$ cat config.mk
export PLATFORM = sky130hd
export DESIGN_NAME = rs2_port_arbiter_flat
export DESIGN_NICKNAME = d
export VERILOG_FILES = /design/src/rtl/rs2_port_arbiter_pkg.sv /design/src/rtl/rs2_port_arbiter_if.sv /design/src/rtl/rs2_port_arbiter_rr_pick4.sv /design/src/rtl/rs2_port_arbiter.sv /design/src/flat_wrapper.sv
export SDC_FILE = /design/constraint.sdc
export NUM_CORES = 1
export LEC_CHECK = 0
export ABC_AREA = 1
export BUFFER_PORTS_ARGS = -buffer_cell sky130_fd_sc_hd__buf_2
export CAP_MARGIN = 5
export CORE_UTILIZATION = 50
export CTS_CLUSTER_SIZE = 14
export DETAILED_ROUTE_END_ITERATION = 8
export PLACE_DENSITY = 0.81
export SLEW_MARGIN = 20
export SYNTH_ARGS = -nofsm -noshare
export SYNTH_HDL_FRONTEND = slang
export SYNTH_SLANG_ARGS = --single-unit
$ cat constraint.sdc
create_clock -name clk -period 2.4 [get_ports clk]
set_input_delay 0.24 -clock clk [delete_from_list [all_inputs] [get_ports clk]]
set_output_delay 0.24 -clock clk [all_outputs]
set_load 0.03 [all_outputs]
$ cat src/rtl/rs2_port_arbiter_pkg.sv
// Shared constants, state encoding and helpers for the rs2 read-port arbiter.
package rs2_arb_pkg;

  localparam int DW   = 16;
  localparam int NREQ = 4;
  localparam int IXW  = 4;
  localparam int IDW  = 2;

  typedef enum logic [1:0] {
    IDLE = 2'd0,
    READ = 2'd1,
    RESP = 2'd2
  } state_t;

  // Converts a requester id into its one-hot strobe position.
  function automatic logic [NREQ-1:0] id2onehot(input logic [IDW-1:0] id);
    logic [NREQ-1:0] oh;
    oh = '0;
    oh[id] = 1'b1;
    return oh;
  endfunction

endpackage

$ cat src/rtl/rs2_port_arbiter_if.sv
// Requester / decode-unit bundle seen by the rs2 read-port arbiter.
// The slave modport is the arbiter's view, master is the surrounding system.
interface rs2_port_arbiter_if #(parameter int DW = rs2_arb_pkg::DW);
  import rs2_arb_pkg::*;

  logic [NREQ-1:0]     req;
  logic [NREQ*IXW-1:0] idx;
  logic                port_busy;
  logic [DW-1:0]       rs2_data;
  logic [IXW-1:0]      rs2_o;
  logic [IDW-1:0]      f0_o;
  logic                port_en;
  logic [NREQ-1:0]     grant;
  logic [NREQ-1:0]     rvalid;
  logic [NREQ*DW-1:0]  rdata;

  modport slave (
    input  req, idx, port_busy, rs2_data,
    output rs2_o, f0_o, port_en, grant, rvalid, rdata
  );

  modport master (
    output req, idx, port_busy, rs2_data,
    input  rs2_o, f0_o, port_en, grant, rvalid, rdata
  );

endinterface

$ cat src/rtl/rs2_port_arbiter_rr_pick4.sv
// Combinational round-robin picker: scans req starting at ptr and wrapping,
// reporting whether anyone is requesting and which requester is first.
module rr_pick4 import rs2_arb_pkg::*; (
  input  logic [NREQ-1:0] req,
  input  logic [IDW-1:0]  ptr,
  output logic            any,
  output logic [IDW-1:0]  id
);

  logic [IDW-1:0] w_cand;

  // Walk from the farthest offset back to ptr so the closest hit is kept last.
  always_comb begin
    any    = 1'b0;
    id     = '0;
    w_cand = '0;
    for (int k = NREQ - 1; k >= 0; k--) begin
      w_cand = ptr + IDW'(k);
      if (req[w_cand]) begin
        any = 1'b1;
        id  = w_cand;
      end
    end
  end

endmodule

$ cat src/rtl/rs2_port_arbiter.sv
// Shares the decode unit's rs2 read port among four requesters. One
// transaction is IDLE (arbitrate) -> READ (drive port, grant) -> RESP
// (rvalid pulse), with a round-robin pointer advanced past each winner.
module rs2_port_arbiter #(parameter int DW = rs2_arb_pkg::DW) (
  input logic               clk,
  input logic               rst,
  rs2_port_arbiter_if.slave bus
);
  import rs2_arb_pkg::*;

  state_t             r_state;
  state_t             w_nextState;
  logic [IDW-1:0]     r_ptr;
  logic [IDW-1:0]     r_winId;
  logic [IXW-1:0]     r_winIdx;
  logic [NREQ*DW-1:0] r_rdata;
  logic               w_any;
  logic [IDW-1:0]     w_pickId;
  logic               w_launch;

  rr_pick4 u_pick (
    .req (bus.req),
    .ptr (r_ptr),
    .any (w_any),
    .id  (w_pickId)
  );

  // A transaction starts only from IDLE, with a requester and a free port.
  assign w_launch = (r_state == IDLE) && w_any && !bus.port_busy;

  // State register; reset drops any in-flight transaction back to IDLE.
  always_ff @(posedge clk) begin
    if (rst) begin
      r_state <= IDLE;
    end else begin
      r_state <= w_nextState;
    end
  end

  // Next state: READ and RESP each last exactly one cycle.
  always_comb begin
    w_nextState = IDLE;
    case (r_state)
      IDLE:    w_nextState = w_launch ? READ : IDLE;
      READ:    w_nextState = RESP;
      RESP:    w_nextState = IDLE;
      default: w_nextState = IDLE;
    endcase
  end

  // Winner latch, response data capture and round-robin pointer update.
  always_ff @(posedge clk) begin
    if (rst) begin
      r_ptr    <= '0;
      r_winId  <= '0;
      r_winIdx <= '0;
      r_rdata  <= '0;
    end else begin
      if (w_launch) begin
        r_winId  <= w_pickId;
        r_winIdx <= bus.idx[IXW*w_pickId +: IXW];
      end
      if (r_state == READ) begin
        r_rdata[DW*r_winId +: DW] <= bus.rs2_data;
      end
      if (r_state == RESP) begin
        r_ptr <= r_winId + 1'b1;
      end
    end
  end

  // Port drive and strobes are decoded from the state so they are quiet elsewhere.
  always_comb begin
    bus.port_en = 1'b0;
    bus.rs2_o   = '0;
    bus.f0_o    = '0;
    bus.grant   = '0;
    bus.rvalid  = '0;
    case (r_state)
      READ: begin
        bus.port_en = 1'b1;
        bus.rs2_o   = r_winIdx;
        bus.f0_o    = r_winId;
        bus.grant   = id2onehot(r_winId);
      end
      RESP: begin
        bus.rvalid = id2onehot(r_winId);
      end
      default: begin
      end
    endcase
  end

  assign bus.rdata = r_rdata;

endmodule

$ cat src/flat_wrapper.sv
// flat-port wrapper written by rule: the top's interface ports become plain ports
module rs2_port_arbiter_flat import rs2_arb_pkg::*;
#(parameter int DW = rs2_arb_pkg::DW)
  (clk, rst, bus_req, bus_idx, bus_port_busy, bus_rs2_data, bus_rs2_o, bus_f0_o, bus_port_en, bus_grant, bus_rvalid, bus_rdata);
  rs2_port_arbiter_if #(.DW(DW)) bus_i ();
  input logic clk;
  input logic rst;
  input wire logic [$bits(bus_i.req)-1:0] bus_req;
  input wire logic [$bits(bus_i.idx)-1:0] bus_idx;
  input wire logic [$bits(bus_i.port_busy)-1:0] bus_port_busy;
  input wire logic [$bits(bus_i.rs2_data)-1:0] bus_rs2_data;
  output wire logic [$bits(bus_i.rs2_o)-1:0] bus_rs2_o;
  output wire logic [$bits(bus_i.f0_o)-1:0] bus_f0_o;
  output wire logic [$bits(bus_i.port_en)-1:0] bus_port_en;
  output wire logic [$bits(bus_i.grant)-1:0] bus_grant;
  output wire logic [$bits(bus_i.rvalid)-1:0] bus_rvalid;
  output wire logic [$bits(bus_i.rdata)-1:0] bus_rdata;
  assign bus_i.req = bus_req;
  assign bus_i.idx = bus_idx;
  assign bus_i.port_busy = bus_port_busy;
  assign bus_i.rs2_data = bus_rs2_data;
  assign bus_rs2_o = bus_i.rs2_o;
  assign bus_f0_o = bus_i.f0_o;
  assign bus_port_en = bus_i.port_en;
  assign bus_grant = bus_i.grant;
  assign bus_rvalid = bus_i.rvalid;
  assign bus_rdata = bus_i.rdata;
  rs2_port_arbiter #(.DW(DW)) u_core (.clk(clk), .rst(rst), .bus(bus_i));
endmodule
==> results.json <==
{
  "p_leak_nw": 1.91,
  "dr.pass1.iters": 5,
  "cp-start-kind": "flop",
  "dieArea_mm2": 0.00697,
  "power.internal_mw": 1.99,
  "sw_frac_of_total": 0.300,
  "synth_area_per_cell_um2": 7.28,
  "syn2layout_area_growth_pct": 25.5,
  "synth.distinct_cells": 30,
  "numCtsBuffers": 9,
  "cts_resized": 0,
  "place.gp.congestion": 0.965,
  "cts_buffer_depth": 2,
  "post-place-cells": 631,
  "max_stage_delay_ps": 690,
  "grt_usage": 0.270,
  "finalPower_mw": 2.84,
  "rsz0062_at_grt": "no",
  "worstPathMaxFanout": 14,
  "critPathKind": "reg2reg",
  "grt_pass1_vias": 3137,
  "hpwlAfterDp_um": 6900,
  "initial_core_util": 0.520,
  "cpMaxStageDelayCell": "nor2_1",
  "critical_path_required_ps": 2680,
  "worst_pin_slew_ps": 876,
  "holdWs_ps": 178,
  "final_cells": 647,
  "antenna_found_initial": 0,
  "pre_cts_slack_ps": 356,
  "htree_levels": 3,
  "setup_violations": 0,
  "slew_headroom": 0.414,
  "hold_path_class": "in2reg",
  "cts_tree": "built",
  "pwr-share-comb": 0.168,
  "synth_area_mm2": 0.00332,
  "hold_viol": 0,
  "worst_setup_path_end_kind": "flop",
  "hp-start": "bus_rs2_data[14]",
  "r2r_start": "u_core.r_winId[1]$_SDFFE_PP0P_",
  "cts_root_buffer": "clkbuf_8",
  "skew_ps": 11.7,
  "clk_latency_ps": 360,
  "ys_ff_latch": 74,
  "grt_pass1_wl_um": 15100,
  "seq_power_share": 0.450,
  "final_nets": 611,
  "min_period_over_period": 0.896,
  "clkTransAtPathRegs_ps": 80,
  "worstPathArrival_ps": 2430,
  "power_density_mw_per_mm2": 683,
  "min_period_ps": 2150,
  "wl_per_cell_um": 14.5,
  "timing.fmax_ghz": 0.465,
  "drv_slew": 0,
  "core_mm2": 0.00639,
  "antennaDiodeCount": 0,
  "fillers": 584,
  "io_buffers": 117,
  "cts_setup_buffers": 0,
  "status": "finished clean",
  "crit_chain": "inv_1, ha_1, inv_1, nor2_1, a22oi_1, nor2_1",
  "drv_cap": 0,
  "pin_count": 118,
  "vias_per_cell": 5.48,
  "pwr-share-clk": 0.382,
  "drive_gt1_frac": 0.281,
  "ys_seq_area_frac": 0.446,
  "drcViolationCount": 0,
  "postPlaceCellArea_mm2": 0.00394,
  "grt_max_degree": 40,
  "drt_wl_total_um": 9390,
  "syn_inst": 456,
  "fin_util": 0.652,
  "initialDrtViolationCount": 252,
  "dr_total_vias": 3543,
  "syn_nets": 502,
  "peakVddDrop_uv": 624,
  "p_sw_uw": 852,
  "design_area_mm2": 0.00416,
  "grt_remaining_overflow": 0,
  "yosysWarnings": 0,
  "cp_top_family": "simple AND/OR/NAND/NOR gates",
  "startpoint": "u_core.r_winId[1]$_SDFFE_PP0P_",
  "die_x_um": 83.5,
  "worst-path-buf-inv": 2,
  "cts_hold_buf": 0,
  "drtAntennaViolNets": 0,
  "setup_ws_ps": 250,
  "die_height_um": 83.5,
  "rows": 29,
  "fin_setup_tns_ps": 0,
  "clock-sinks": 74
}
[worst register-to-register path, stage by stage, from the launching register on]
cell     delay [ps]
dfxtp_1         380
inv_1           130
ha_1            450
inv_1            90
nor2_1          690
a22oi_1         180
nor2_1          170
[worst paths after layout]
check                           slack, ps  cells past startpoint                                 to
worst min register to register        460                      2  u_core.bus.rdata[56]$_SDFFE_PP0P_
worst min-delay path                  180                      3  u_core.bus.rdata[14]$_SDFFE_PP0P_
worst max-delay path                  250                      6  u_core.bus.rdata[30]$_SDFFE_PP0P_
worst max register to register        250                      6  u_core.bus.rdata[30]$_SDFFE_PP0P_
[layout make-up]
type	instances	area (um^2)	share of cell area
repair buffers	124	638	0.153
flip-flops and latches	74	1480	0.356
multi-input cells	322	1600	0.384
clock buffers	9	124	0.0297
inverters	34	128	0.0306
clock inverters	7	98.8	0.0237
well taps	77	96.3	0.0231
[cells in the mapped netlist (all sizes together)]
| cell type | n | area share |
|---|---|---|
| a211oi | 3 | 0.0068 |
| a21oi | 56 | 0.084 |
| a22oi | 14 | 0.032 |
| a31oi | 3 | 0.0057 |
| buf | 7 | 0.012 |
| clkbuf | 19 | 0.021 |
| clkinv | 1 | 0.0011 |
| dfxtp | 74 | 0.45 |
| ha | 7 | 0.026 |
| inv | 33 | 0.037 |
| nand2 | 115 | 0.14 |
| nand3 | 24 | 0.039 |
| nand4 | 11 | 0.021 |
| nor2 | 55 | 0.067 |
| nor3 | 3 | 0.0045 |
| nor3b | 1 | 0.0038 |
| o21ai | 13 | 0.021 |
| or3 | 13 | 0.025 |
| or4 | 3 | 0.0068 |
| xnor2 | 1 | 0.0026 |
[power groups by stage]
stage	Clock [mW]	Combinational, mW	Sequential [mW]
floorplan	0	0.303	1.34
global placement	0	0.461	1.31
detailed placement	0	0.469	1.31
CTS	1.08	0.471	1.28
global route	1.14	0.527	1.28
finish	1.09	0.478	1.28
[layout by cell type (no fill, tap or decap), drive strengths merged]
master,synthesis,routed
buf,7,124
nand2,115,115
dfxtp,74,74
a21oi,56,56
nor2,55,55
inv,33,35
nand3,24,24
a22oi,14,14
or3,13,13
o21ai,13,13
nand4,11,11
clkbuf,19,9
ha,7,7
a31oi,3,3
nor3,3,3
or4,3,3
a211oi,3,3
clkinv,1,3
bufinv,0,2
xnor2,1,1
nor3b,1,1
clkinvlp,0,1
[layer usage]
layer | routed length (um) | up-vias | global-route usage
met2 | 4310 | 169 | 0.428
met3 | 761 | 13 | 0.0673
met5 | 0 | - | 0
met4 | 131 | 0 | 0.0786
met1 | 4190 | 1639 | 0.368
li1 | - | 1722 | -
[flip-flops by register name, summed over array words and instances, names as in the netlist]
register          flops
u_core.r_state        2
u_core.r_winId        2
u_core.bus.rdata     64
u_core.r_ptr          2
u_core.r_winIdx       4
[kinds of logic (layout without fill, tap and decap cells)]
group | Yosys count | after routing | share of synthesized area
AND/OR/NAND/NOR | 225 | 225 | 0.303
AO/OA/AOI/OAI | 89 | 89 | 0.149
flip-flops | 74 | 74 | 0.446
buffers and inverters | 60 | 174 | 0.0720
adder cells (fa/ha/maj) | 7 | 7 | 0.0264
XOR/XNOR | 1 | 1 | 0.00264
Note: power is estimated with default switching activity, not from simulation.
